[config.mk]
export PLATFORM = sky130hd
export DESIGN_NAME = call_scheduler_flat
export DESIGN_NICKNAME = d
export VERILOG_FILES = /design/src/rtl/elevator_pkg.sv /design/src/rtl/call_scheduler_if.sv /design/src/rtl/call_picker.sv /design/src/rtl/call_scheduler.sv /design/src/flat_wrapper.sv
export SDC_FILE = /design/constraint.sdc
export NUM_CORES = 1
export LEC_CHECK = 0
export CORE_MARGIN = 5
export CORE_UTILIZATION = 44
export DETAILED_ROUTE_END_ITERATION = 10
export PLACE_DENSITY = 0.74
export SLEW_MARGIN = 15
export SYNTH_ARGS = -nofsm -noshare
export SYNTH_HDL_FRONTEND = slang
export SYNTH_SLANG_ARGS = --single-unit
[constraint.sdc]
create_clock -name clk -period 1.85 [get_ports clk]
set_clock_uncertainty 0.15 [all_clocks]
set_input_delay 0.185 -clock clk [delete_from_list [all_inputs] [get_ports clk]]
set_output_delay 0.185 -clock clk [all_outputs]
set_load 0.05 [all_outputs]
[src/rtl/elevator_pkg.sv]
// -----------------------------------------------------------------------------
// elevator_pkg
// Shared definitions for the elevator call scheduler:
//   - state_e      : scheduler FSM state encoding
//   - FLOOR_W_DEF  : default width of floor-index buses
//   - F1 / F2 / F3 : floor labels (F1 is the ground floor, index 0)
// No ports (package).
// -----------------------------------------------------------------------------
package elevator_pkg;

  localparam int FLOOR_W_DEF = 2;

  localparam int F1 = 0;
  localparam int F2 = 1;
  localparam int F3 = 2;

  typedef enum logic [2:0] {
    ST_IDLE     = 3'd0,
    ST_DISPATCH = 3'd1,
    ST_MOVING   = 3'd2,
    ST_DWELL    = 3'd3,
    ST_SOS      = 3'd4
  } state_e;

endpackage

[src/rtl/call_scheduler_if.sv]
// -----------------------------------------------------------------------------
// call_scheduler_if
// Goal handshake between the call scheduler and the car movement block.
//   goal_floor : target floor offered by the scheduler
//   goal_valid : goal_floor is valid and waiting for acceptance
//   goal_ack   : movement block accepts goal_floor
// Modports: master = scheduler side, slave = movement block side.
// -----------------------------------------------------------------------------
interface call_scheduler_if
  import elevator_pkg::*;
#(
  parameter int FLOOR_W = FLOOR_W_DEF
);

  logic [FLOOR_W-1:0] goal_floor;
  logic               goal_valid;
  logic               goal_ack;

  modport master (
    output goal_floor,
    output goal_valid,
    input  goal_ack
  );

  modport slave (
    input  goal_floor,
    input  goal_valid,
    output goal_ack
  );

endinterface

[src/rtl/call_picker.sv]
// -----------------------------------------------------------------------------
// call_picker
// Combinational SCAN target selection.
// Ports:
//   call_led   in  : pending calls, one bit per floor
//   cur_floor  in  : current car floor (out-of-range values act as floor 0)
//   dir_up     in  : current sweep direction
//   pick_floor out : selected target floor
//   pick_valid out : a target was found
//   dir_next   out : sweep direction to adopt with pick_floor
// Nearest pending floor in the sweep direction wins; otherwise the direction
// flips and the nearest pending floor the other way is taken. A call pending
// for the floor the car is already at is picked only when nothing else is
// pending, so such a call can never be stranded.
// -----------------------------------------------------------------------------
module call_picker
  import elevator_pkg::*;
#(
  parameter int NUM_FLOORS = 3,
  parameter int FLOOR_W    = FLOOR_W_DEF
) (
  input  logic [NUM_FLOORS-1:0] call_led,
  input  logic [FLOOR_W-1:0]    cur_floor,
  input  logic                  dir_up,
  output logic [FLOOR_W-1:0]    pick_floor,
  output logic                  pick_valid,
  output logic                  dir_next
);

  logic [FLOOR_W-1:0]    cur_eff;
  logic [NUM_FLOORS-1:0] above_mask;
  logic [NUM_FLOORS-1:0] below_mask;
  logic [NUM_FLOORS-1:0] here_mask;
  logic [FLOOR_W-1:0]    up_floor;
  logic [FLOOR_W-1:0]    dn_floor;

  assign cur_eff = (int'(cur_floor) >= NUM_FLOORS) ? '0 : cur_floor;

  genvar gi;
  generate
    for (gi = 0; gi < NUM_FLOORS; gi++) begin : g_mask
      assign above_mask[gi] = call_led[gi] && (gi > int'(cur_eff));
      assign below_mask[gi] = call_led[gi] && (gi < int'(cur_eff));
      assign here_mask[gi]  = call_led[gi] && (gi == int'(cur_eff));
    end
  endgenerate

  // Nearest above = lowest set bit of above_mask (scan downwards, last hit wins).
  // Nearest below = highest set bit of below_mask (scan upwards, last hit wins).
  always_comb begin
    up_floor = '0;
    dn_floor = '0;
    for (int i = NUM_FLOORS - 1; i >= 0; i--) begin
      if (above_mask[i]) up_floor = FLOOR_W'(i);
    end
    for (int i = 0; i < NUM_FLOORS; i++) begin
      if (below_mask[i]) dn_floor = FLOOR_W'(i);
    end
  end

  always_comb begin
    pick_floor = cur_eff;
    pick_valid = 1'b0;
    dir_next   = dir_up;
    if (dir_up) begin
      if (|above_mask) begin
        pick_floor = up_floor;
        pick_valid = 1'b1;
      end else if (|below_mask) begin
        pick_floor = dn_floor;
        pick_valid = 1'b1;
        dir_next   = 1'b0;
      end else if (|here_mask) begin
        pick_valid = 1'b1;
      end
    end else begin
      if (|below_mask) begin
        pick_floor = dn_floor;
        pick_valid = 1'b1;
      end else if (|above_mask) begin
        pick_floor = up_floor;
        pick_valid = 1'b1;
        dir_next   = 1'b1;
      end else if (|here_mask) begin
        pick_valid = 1'b1;
      end
    end
  end

endmodule

[src/rtl/call_scheduler.sv]
// -----------------------------------------------------------------------------
// call_scheduler
// Latches hall/car calls and dispatches target floors to the movement block
// using SCAN (elevator) ordering, with a dwell period at each served floor.
// Ports:
//   clk          in  : clock, rising edge
//   reset_n      in  : asynchronous active-low reset
//   call_req     in  : call button per floor (level)
//   cur_floor    in  : current car floor
//   arrived      in  : one-cycle pulse when the car stops at cur_floor
//   weight_over  in  : car overloaded (level), blocks dispatch, extends dwell
//   sos_req      in  : emergency recall to floor 0 (level)
//   goal_bus     master modport of call_scheduler_if (goal_floor/valid/ack)
//   call_led     out : latched pending calls
//   dir_up       out : current sweep direction (1 = up)
//   busy         out : high in every state except IDLE
// Configuration:
//   CALL_SCHEDULER_SOS_EN defined  -> emergency recall enabled.
//   CALL_SCHEDULER_SOS_EN undefined -> sos_req is ignored, SOS unreachable.
// -----------------------------------------------------------------------------
module call_scheduler
  import elevator_pkg::*;
#(
  parameter int NUM_FLOORS   = 3,
  parameter int FLOOR_W      = FLOOR_W_DEF,
  parameter int DWELL_CYCLES = 4
) (
  input  logic                  clk,
  input  logic                  reset_n,
  input  logic [NUM_FLOORS-1:0] call_req,
  input  logic [FLOOR_W-1:0]    cur_floor,
  input  logic                  arrived,
  input  logic                  weight_over,
  input  logic                  sos_req,
  call_scheduler_if.master      goal_bus,
  output logic [NUM_FLOORS-1:0] call_led,
  output logic                  dir_up,
  output logic                  busy
);

  localparam int CNT_W = (DWELL_CYCLES > 1) ? $clog2(DWELL_CYCLES) : 1;
  localparam logic [CNT_W-1:0] DWELL_RELOAD = CNT_W'(DWELL_CYCLES - 1);

  state_e                state_reg;
  logic [NUM_FLOORS-1:0] call_led_reg;
  logic [FLOOR_W-1:0]    goal_floor_reg;
  logic                  goal_valid_reg;
  logic                  dir_up_reg;
  logic [CNT_W-1:0]      dwell_cnt_reg;
  logic                  sos_home_reg;

  logic [FLOOR_W-1:0]    pick_floor;
  logic                  pick_valid;
  logic                  dir_next;

  logic [NUM_FLOORS-1:0] call_set;
  logic [NUM_FLOORS-1:0] call_clr;
  logic [NUM_FLOORS-1:0] here_req;
  logic                  block_here;
  logic                  arrive_goal;
  logic                  serving_call;
  logic                  sos_enter;
  logic                  sos_level;

  // ---------------------------------------------------------------------------
  // Emergency recall gating
  // ---------------------------------------------------------------------------
`ifdef CALL_SCHEDULER_SOS_EN
  assign sos_level = sos_req;
  // Only the first cycle of a recall reloads the goal; once in SOS the
  // handshake runs normally so goal_valid can drop after goal_ack.
  assign sos_enter = sos_req && (state_reg != ST_SOS);
`else
  logic sos_unused;
  assign sos_unused = sos_req;
  assign sos_level  = 1'b0;
  assign sos_enter  = 1'b0;
`endif

  // ---------------------------------------------------------------------------
  // SCAN selection
  // ---------------------------------------------------------------------------
  call_picker #(
    .NUM_FLOORS (NUM_FLOORS),
    .FLOOR_W    (FLOOR_W)
  ) u_picker (
    .call_led   (call_led_reg),
    .cur_floor  (cur_floor),
    .dir_up     (dir_up_reg),
    .pick_floor (pick_floor),
    .pick_valid (pick_valid),
    .dir_next   (dir_next)
  );

  // ---------------------------------------------------------------------------
  // Call latch set/clear terms
  // ---------------------------------------------------------------------------
  // While the car stands at a floor (IDLE or DWELL) a press for that floor is
  // served on the spot rather than latched.
  assign block_here  = (state_reg == ST_IDLE) || (state_reg == ST_DWELL);
  assign arrive_goal = (state_reg == ST_MOVING) && arrived && (cur_floor == goal_floor_reg);

  genvar gi;
  generate
    for (gi = 0; gi < NUM_FLOORS; gi++) begin : g_call
      assign here_req[gi] = (int'(cur_floor) == gi);
      assign call_set[gi] = call_req[gi] && !(block_here && here_req[gi]);
      assign call_clr[gi] = arrive_goal && (int'(goal_floor_reg) == gi);
    end
  endgenerate

  assign serving_call = (state_reg == ST_DWELL) && (|(call_req & here_req));

  // Clear is applied after set so a press for the goal floor in its clear
  // cycle does not survive.
  always_ff @(posedge clk or negedge reset_n) begin
    if (!reset_n) begin
      call_led_reg <= '0;
    end else if (sos_enter || (state_reg == ST_SOS)) begin
      call_led_reg <= '0;
    end else begin
      call_led_reg <= (call_led_reg | call_set) & ~call_clr;
    end
  end

  // ---------------------------------------------------------------------------
  // Scheduler FSM
  // ---------------------------------------------------------------------------
  always_ff @(posedge clk or negedge reset_n) begin
    if (!reset_n) begin
      state_reg      <= ST_IDLE;
      goal_floor_reg <= '0;
      goal_valid_reg <= 1'b0;
      dir_up_reg     <= 1'b1;
      dwell_cnt_reg  <= '0;
      sos_home_reg   <= 1'b0;
    end else if (sos_enter) begin
      state_reg      <= ST_SOS;
      goal_floor_reg <= FLOOR_W'(F1);
      goal_valid_reg <= 1'b1;
      sos_home_reg   <= 1'b0;
    end else begin
      case (state_reg)
        ST_IDLE: begin
          if (pick_valid && !weight_over) begin
            goal_floor_reg <= pick_floor;
            dir_up_reg     <= dir_next;
            goal_valid_reg <= 1'b1;
            state_reg      <= ST_DISPATCH;
          end
        end

        ST_DISPATCH: begin
          if (goal_bus.goal_ack) begin
            goal_valid_reg <= 1'b0;
            state_reg      <= ST_MOVING;
          end
        end

        ST_MOVING: begin
          if (arrive_goal) begin
            dwell_cnt_reg <= DWELL_RELOAD;
            state_reg     <= ST_DWELL;
          end
        end

        ST_DWELL: begin
          // Overload or a fresh press at this floor holds the doors open.
          if (weight_over || serving_call) begin
            dwell_cnt_reg <= DWELL_RELOAD;
          end else if (dwell_cnt_reg == '0) begin
            state_reg <= ST_IDLE;
          end else begin
            dwell_cnt_reg <= dwell_cnt_reg - 1'b1;
          end
        end

        ST_SOS: begin
          // Three phases: wait for ack, wait for arrival at floor 0, then
          // hold there until the recall request is withdrawn.
          if (goal_valid_reg) begin
            if (goal_bus.goal_ack) goal_valid_reg <= 1'b0;
          end else if (!sos_home_reg) begin
            if (arrived && (cur_floor == FLOOR_W'(F1))) sos_home_reg <= 1'b1;
          end else if (!sos_level) begin
            sos_home_reg <= 1'b0;
            dir_up_reg   <= 1'b1;
            state_reg    <= ST_IDLE;
          end
        end

        default: begin
          state_reg <= ST_IDLE;
        end
      endcase
    end
  end

  assign goal_bus.goal_floor = goal_floor_reg;
  assign goal_bus.goal_valid = goal_valid_reg;
  assign call_led            = call_led_reg;
  assign dir_up              = dir_up_reg;
  assign busy                = (state_reg != ST_IDLE);

endmodule
[src/flat_wrapper.sv]
// flat-port wrapper written by rule: the top's interface ports become plain ports
module call_scheduler_flat import elevator_pkg::*;
#(
  parameter int NUM_FLOORS   = 3,
  parameter int FLOOR_W      = FLOOR_W_DEF,
  parameter int DWELL_CYCLES = 4
)
  (clk, reset_n, call_req, cur_floor, arrived, weight_over, sos_req, call_led, dir_up, busy, goal_bus_goal_floor, goal_bus_goal_valid, goal_bus_goal_ack);
  call_scheduler_if #(.FLOOR_W(FLOOR_W)) goal_bus_i ();
  input  logic clk;
  input  logic reset_n;
  input  logic [NUM_FLOORS-1:0] call_req;
  input  logic [FLOOR_W-1:0] cur_floor;
  input  logic arrived;
  input  logic weight_over;
  input  logic sos_req;
  output logic [NUM_FLOORS-1:0] call_led;
  output logic dir_up;
  output logic busy;
  output wire logic [$bits(goal_bus_i.goal_floor)-1:0] goal_bus_goal_floor;
  output wire logic [$bits(goal_bus_i.goal_valid)-1:0] goal_bus_goal_valid;
  input wire logic [$bits(goal_bus_i.goal_ack)-1:0] goal_bus_goal_ack;
  assign goal_bus_goal_floor = goal_bus_i.goal_floor;
  assign goal_bus_goal_valid = goal_bus_i.goal_valid;
  assign goal_bus_i.goal_ack = goal_bus_goal_ack;
  call_scheduler #(.NUM_FLOORS(NUM_FLOORS), .FLOOR_W(FLOOR_W), .DWELL_CYCLES(DWELL_CYCLES)) u_core (.clk(clk), .reset_n(reset_n), .call_req(call_req), .cur_floor(cur_floor), .arrived(arrived), .weight_over(weight_over), .sos_req(sos_req), .goal_bus(goal_bus_i), .call_led(call_led), .dir_up(dir_up), .busy(busy));
endmodule
==> run metrics, run 1 <==
met1 WL=1.04 mm; synthesized netlist cell count=101; Leak=0.606 nW; vias per inst=5.30; via count=906; Die Y=54.2 um; WL final=2.39 mm; DRT iter0 DRCs=21; Clock Path Buffers=2; commonest non-fill, non-tap cell in the layout=buf_4; Net Count, Synth=122; clock-pin slew on the worst setup and hold paths=0.08 ns; critical path's top delay family=flip-flops; Synthesis Warnings=0; dominant cells by area after synthesis=dfrtp_1 (29%), ha_1 (15%), a21oi_1 (8.7%), inv_1 (5.2%), nor2_1 (3.9%); HP Class=input pin to asynchronous set/reset pin; grt total ovfl=0; Die Wd=54.2 um; largest area contributor in the netlist=dfrtp_1; Placeable Area=1900 sq um; 1st-pass router iterations=4; initial antenna violation count=0; Final HPWL DP=1.92 mm; clock root buffer=clkbuf_4; count of different cell masters after synthesis=30; CTS sink cnt=11; met3 routed WL=78 um; share of the yosys chip area belonging to registers=32.2%; Util after Layout=67.6%; worst rel slew slack=64.3%; critical path's largest stage delay=0.40 ns; power consumption=0.00183 W; Routed WL per cell=14.0 um; starting density of the core=45.2%; crit-path cells=inv_2 -> ha_4 -> nand4_1 -> a22o_1 -> nor3b_4 -> mux2_4; vias in the first global route=951; max-cap viol count=0; met2 WL=1.21 mm; VDD IR-drop max=919 uV; Slew Viols, Final=0; Worst Path Required=1.87 ns; Antenna Nets Post-Route=0; Worst Path Buf+Inv=1; CP Depth=6; Post-CTS Hold Buffers=0; number of flip-flops in the largest register=3; first-pass GRT wire length=4.05 mm; Max Used Layer=met4; post-synthesis register bit count=11; IO buf count=17; crit end category=flop; Tmin final=1.82 ns; Achievable Freq=549 MHz; TritonCTS buffer count=3; Mean Syn Cell Area=8.51 sq um; layout cell share with drive strength beyond 1=36.1%; standard-cell rows=16; antenna cells=0; status=completed; unrepaired setup endpoints after global routing=yes; WP data arrival=1.84 ns; Top Ports=19; R2R depth=6; CTS H-tree depth=1; gp weighted congestion=0.837; synthesized cell area=860 sq um; fin nets=166; CP max FO=3; CP max-delay cell=dfrtp_1; Total GRT Usage=19.5%; worst-margin pin slew=0.533 ns; clk_lat worst skew=0.28 ns; post-route insts no fill=171; count of final setup violators=0; CTS tree=built; Worst Setup Start Kind=flop; largest net degree at the start of global routing=12; Post-Place Cells=166; Fin. Hold Viols=0; most frequent cells in the layout=buf_4 (28), a21oi_1 (14), nor2_1 (9), inv_1 (9); Area Overhead vs Synth=49.6%; Post-route DRC=0; die area=2940 sq um; post-synth top area share=29.1%; fin crit share=98.4%; Setup CP Type=flop to flop; Pwr per Cell Area=1420 nW/um^2
==> cells by family (layout without fill, tap and decap cells) <==
group | after synthesis | count (layout) | synth area share, %
and+or+nand+nor | 28 | 28 | 17.0
DFF | 11 | 11 | 32.2
muxes | 2 | 2 | 2.47
AOI/OAI and AO/OA | 35 | 35 | 25.2
adders and majority gates | 10 | 10 | 14.6
xor gates and xnor gates | 2 | 2 | 2.04
buffers and inverters | 13 | 56 | 6.55
==> layer usage <==
| layer | vias up | global-route usage (%) |
|---|---|---|
| met2 | 20 | 34.3 |
| met4 | 0 | 9.96 |
| met5 | - | 0 |
| met1 | 440 | 22.5 |
| met3 | 5 | 2.77 |
| li1 | 441 | - |
==> through the flow <==
stage	TNS (ns)	setup WS (ns)	instance area, sq um	hold WS (ns)
after CTS	0	0.00741	1260	0.111
after global placement	-2.94	-0.497	1220	0.326
after global routing	-0.0581	-0.0230	1290	0.119
after detailed placement	-3.26	-0.574	1220	0.351
after floorplan	-0.119	-0.119	872	-0.261
final	0	0.0291	1290	0.0961
==> cell type report <==
type                       count  area (sq um)
fill                         172           616
sequential                    11           280
inverter                      12          48.8
multi-input combinational     77           563
clock buffer                   4          26.3
timing repair buffer          40           334
tap                           27          33.8
==> Yosys cell counts <==
cell type	number
nand4_1	1
ha_1	10
a31oi_1	2
buf_6	1
nand3_1	2
o31ai_1	1
o21bai_1	1
nand2_1	6
a222oi_1	1
inv_1	12
a21oi_1	15
a21o_1	2
nor3_1	2
nor3b_4	1
nor2b_1	1
nand2b_1	5
o21ai_0	4
mux2i_1	1
a22o_1	2
dfstp_2	1
nor3b_1	1
nor2_1	9
xnor2_1	2
o2bb2ai_1	2
a31o_2	1
a41oi_1	1
mux2_1	1
o22ai_1	1
o21ai_1	2
dfrtp_1	10
==> worst paths after layout <==
kind / startpoint / end / slack [ns]
max: u_core.state_reg[0]$_DFFE_PN0P_ / u_core.state_reg[1]$_DFFE_PN0P_ / 0.03
min: reset_n / u_core.state_reg[0]$_DFFE_PN0P_ / 0.1
max reg2reg: u_core.state_reg[0]$_DFFE_PN0P_ / u_core.state_reg[1]$_DFFE_PN0P_ / 0.03
min reg2reg: u_core.dwell_cnt_reg[0]$_DFFE_PN0P_ / u_core.dwell_cnt_reg[0]$_DFFE_PN0P_ / 0.36
max in group asynchronous: reset_n / u_core.state_reg[1]$_DFFE_PN0P_ / 1.07
min in group clk: call_req[1] / u_core.call_led[1]$_DFF_PN0_ / 0.11
==> timing repair <==
item,CTS,global route
buffers inserted,0,1
endpoints found under the setup margin,7,8
pin swaps,2,5
gates cloned,0,0
gates resized for setup,6,14
==> worst register-to-register path, cell delays in order, from the launching register on <==
cell and delay [ns]:
dfrtp_1 0.40, inv_2 0.11, ha_4 0.16, nand4_1 0.10
a22o_1 0.25, nor3b_4 0.23, mux2_4 0.31
==> power breakdown <==
part	switching (W)	leakage (nW)	total [W]	internal (W)
registers	0.0000813	0.114	0.000412	0.000330
logic	0.000638	0.477	0.00124	0.000606
clock network	0.0000922	0.0150	0.000176	0.0000839
(Power assumes the default switching activity.)
==> run 2: changes to the inputs <==
CORE_UTILIZATION = 35   (was 44)
PLACE_DENSITY = unset   (was 0.74)
==> run metrics, run 2 (synthesized netlist as in run 1, its figures left out) <==
Post-CTS Hold Buffers=0; setup_tns=0 ns; fin nets=176; VDD IR-drop max=724 uV; Logic pwr share=68.4%; Final HPWL DP=1.97 mm; CTS sink cnt=11; max-cap viol count=0; DP Area=1250 sq um; initial antenna violation count=0; switching power=0.000828 W; Sw Share=44.3%; HP Class=input pin to asynchronous set/reset pin; Clock power frac=9.2%; largest net degree at the start of global routing=12; design area=1370 sq um; Setup CP Type=flop to output port; Top Ports=19; fin crit share=98.0%; Area Overhead vs Synth=59.4%; commonest non-fill, non-tap cell in the layout=buf_4; WP data arrival=1.48 ns; Die Y=59.6 um; first-pass GRT wire length=4.11 mm; worst-margin pin slew=0.508 ns; most frequent cells in the layout=buf_4 (39), a21oi_1 (14), nor2_1 (9), inv_1 (9), clkdlybuf4s50_1 (8); CP max FO=5; Placeable Area=2410 sq um; CTS H-tree depth=1; vias per inst=5.16; Routed WL per cell=13.6 um; Clock Path Buffers=2; die area=3550 sq um; Worst Path Required=1.51 ns; DRT iter0 DRCs=28; via count=950; worst rel slew slack=66.0%; Die Wd=59.6 um; Antenna Nets Post-Route=0; crit end category=output port; Fin. Hold Viols=0; Worst Setup SP=u_core.state_reg[1]$_DFFE_PN0P_; antenna cells=0; standard-cell rows=18; Util after Layout=56.9%; post-route insts no fill=184; Worst Setup Start Kind=flop; Flop pwr share=22.3%; Leak=0.645 nW; Post-Place Cells=172; fin worst setup slack=0.0365 ns; Tmin final=1.81 ns; Slew Viols, Final=0; worst r2r src=u_core.state_reg[1]$_DFFE_PN0P_; Post-route DRC=0; count of final setup violators=0; clk_lat worst skew=0.27 ns; layout cell share with drive strength beyond 1=40.9%; TritonCTS buffer count=3; number of flip-flops in the largest register=3; dpl ws=-0.646 ns; CTS tree=built; unrepaired setup endpoints after global routing=yes; Achievable Freq=551 MHz; IO buf count=17; gp weighted congestion=0.790; internal power=0.00104 W; Pwr per Cell Area=1360 nW/um^2; grt total ovfl=0; clock-pin slew on the worst setup and hold paths=0.09 ns; starting density of the core=35.7%; vias in the first global route=928; Total GRT Usage=15.0%; 1st-pass router iterations=4; status=completed; clock root buffer=clkbuf_4; WL final=2.51 mm
-- run 2: cell count changes in the layout (fill, tap and decap cells not counted) --
| cell | change |
|---|---|
| o21ai_1 | -1 |
| dlymetal6s2s_1 | -1 |
| buf_2 | +1 |
| clkbuf_2 | -1 |
| clkdlybuf4s50_1 | +1 |
| o21ai_2 | +1 |
| a21oi_4 | +1 |
| buf_4 | +11 |
| buf_6 | -1 |
| a21oi_2 | -1 |
-- run 2: repair_timing --
action                                  in CTS  in global routing
setup buffers                                5                  3
hold endpoints to repair                     0                  0
pin swaps                                    2                  5
endpoints found under the setup margin       8                  6
gates resized for setup                     10                 11
gates cloned                                 0                  0
-- run 2: routing by layer --
metal	wire (um)	share of wire [%]	vias up	global-route usage, %
li1	-	-	463	-
met1	1150	46	461	19.6
met2	1200	48	24	24.2
met3	134	5.3	2	2.83
met4	25	1.0	0	6.01
met5	0	0	-	0
-- run 2: power by group through the flow --
stage	Sequential, W	Combinational, W	Clock, W
after global routing	0.000431	0.00137	0.000192
after global placement	0.000409	0.00111	0
after detailed placement	0.000411	0.00113	0
after floorplan	0.000563	0.000522	0
after CTS	0.000408	0.00120	0.000176
final	0.000417	0.00128	0.000173
-- run 2: through the flow --
| step | hold slack [ns] | power, W |
|---|---|---|
| 2_1_floorplan | -0.261 | 0.00108 |
| 3_3_place_gp | 0.323 | 0.00152 |
| 3_5_place_dp | 0.330 | 0.00154 |
| 4_1_cts | 0.122 | 0.00178 |
| 5_1_grt | 0.141 | 0.00200 |
| 6_report | 0.0910 | 0.00187 |
-- run 2: worst paths after layout --
path / slack [ns] / end / cells past startpoint
min reg2reg: 0.35 / u_core.dwell_cnt_reg[0]$_DFFE_PN0P_ / 1
min in group clk: 0.35 / u_core.dwell_cnt_reg[0]$_DFFE_PN0P_ / 1
min: 0.09 / u_core.dwell_cnt_reg[0]$_DFFE_PN0P_ / 1
max reg2reg: 0.04 / u_core.state_reg[1]$_DFFE_PN0P_ / 5
max in group asynchronous: 1.07 / u_core.goal_bus.goal_floor[1]$_DFFE_PN0P_ / 1
max: 0.04 / busy / 5
-- run 2: cell type report --
| cell class | count | area (sq um) |
|---|---|---|
| Fill cell | 220 | 1040 |
| Multi-Input combinational cell | 77 | 574 |
| Timing Repair Buffer | 50 | 403 |
| Sequential cell | 11 | 280 |
| Inverter | 12 | 48.8 |
| Tap cell | 30 | 37.5 |
| Clock buffer | 4 | 26.3 |
-- run 2: worst max-delay path, cell delays in order (launching register included) --
cell and delay (ns):
dfrtp_2 0.46, inv_1 0.11, ha_2 0.23, clkinvlp_4 0.12, buf_4 0.15, buf_12 0.14
==> run 3: changes to the inputs <==
CTS_CLUSTER_DIAMETER = 50   (was unset)
==> results of run 3 <==
Final layout, timing and power as in run 2 (identical DEF).
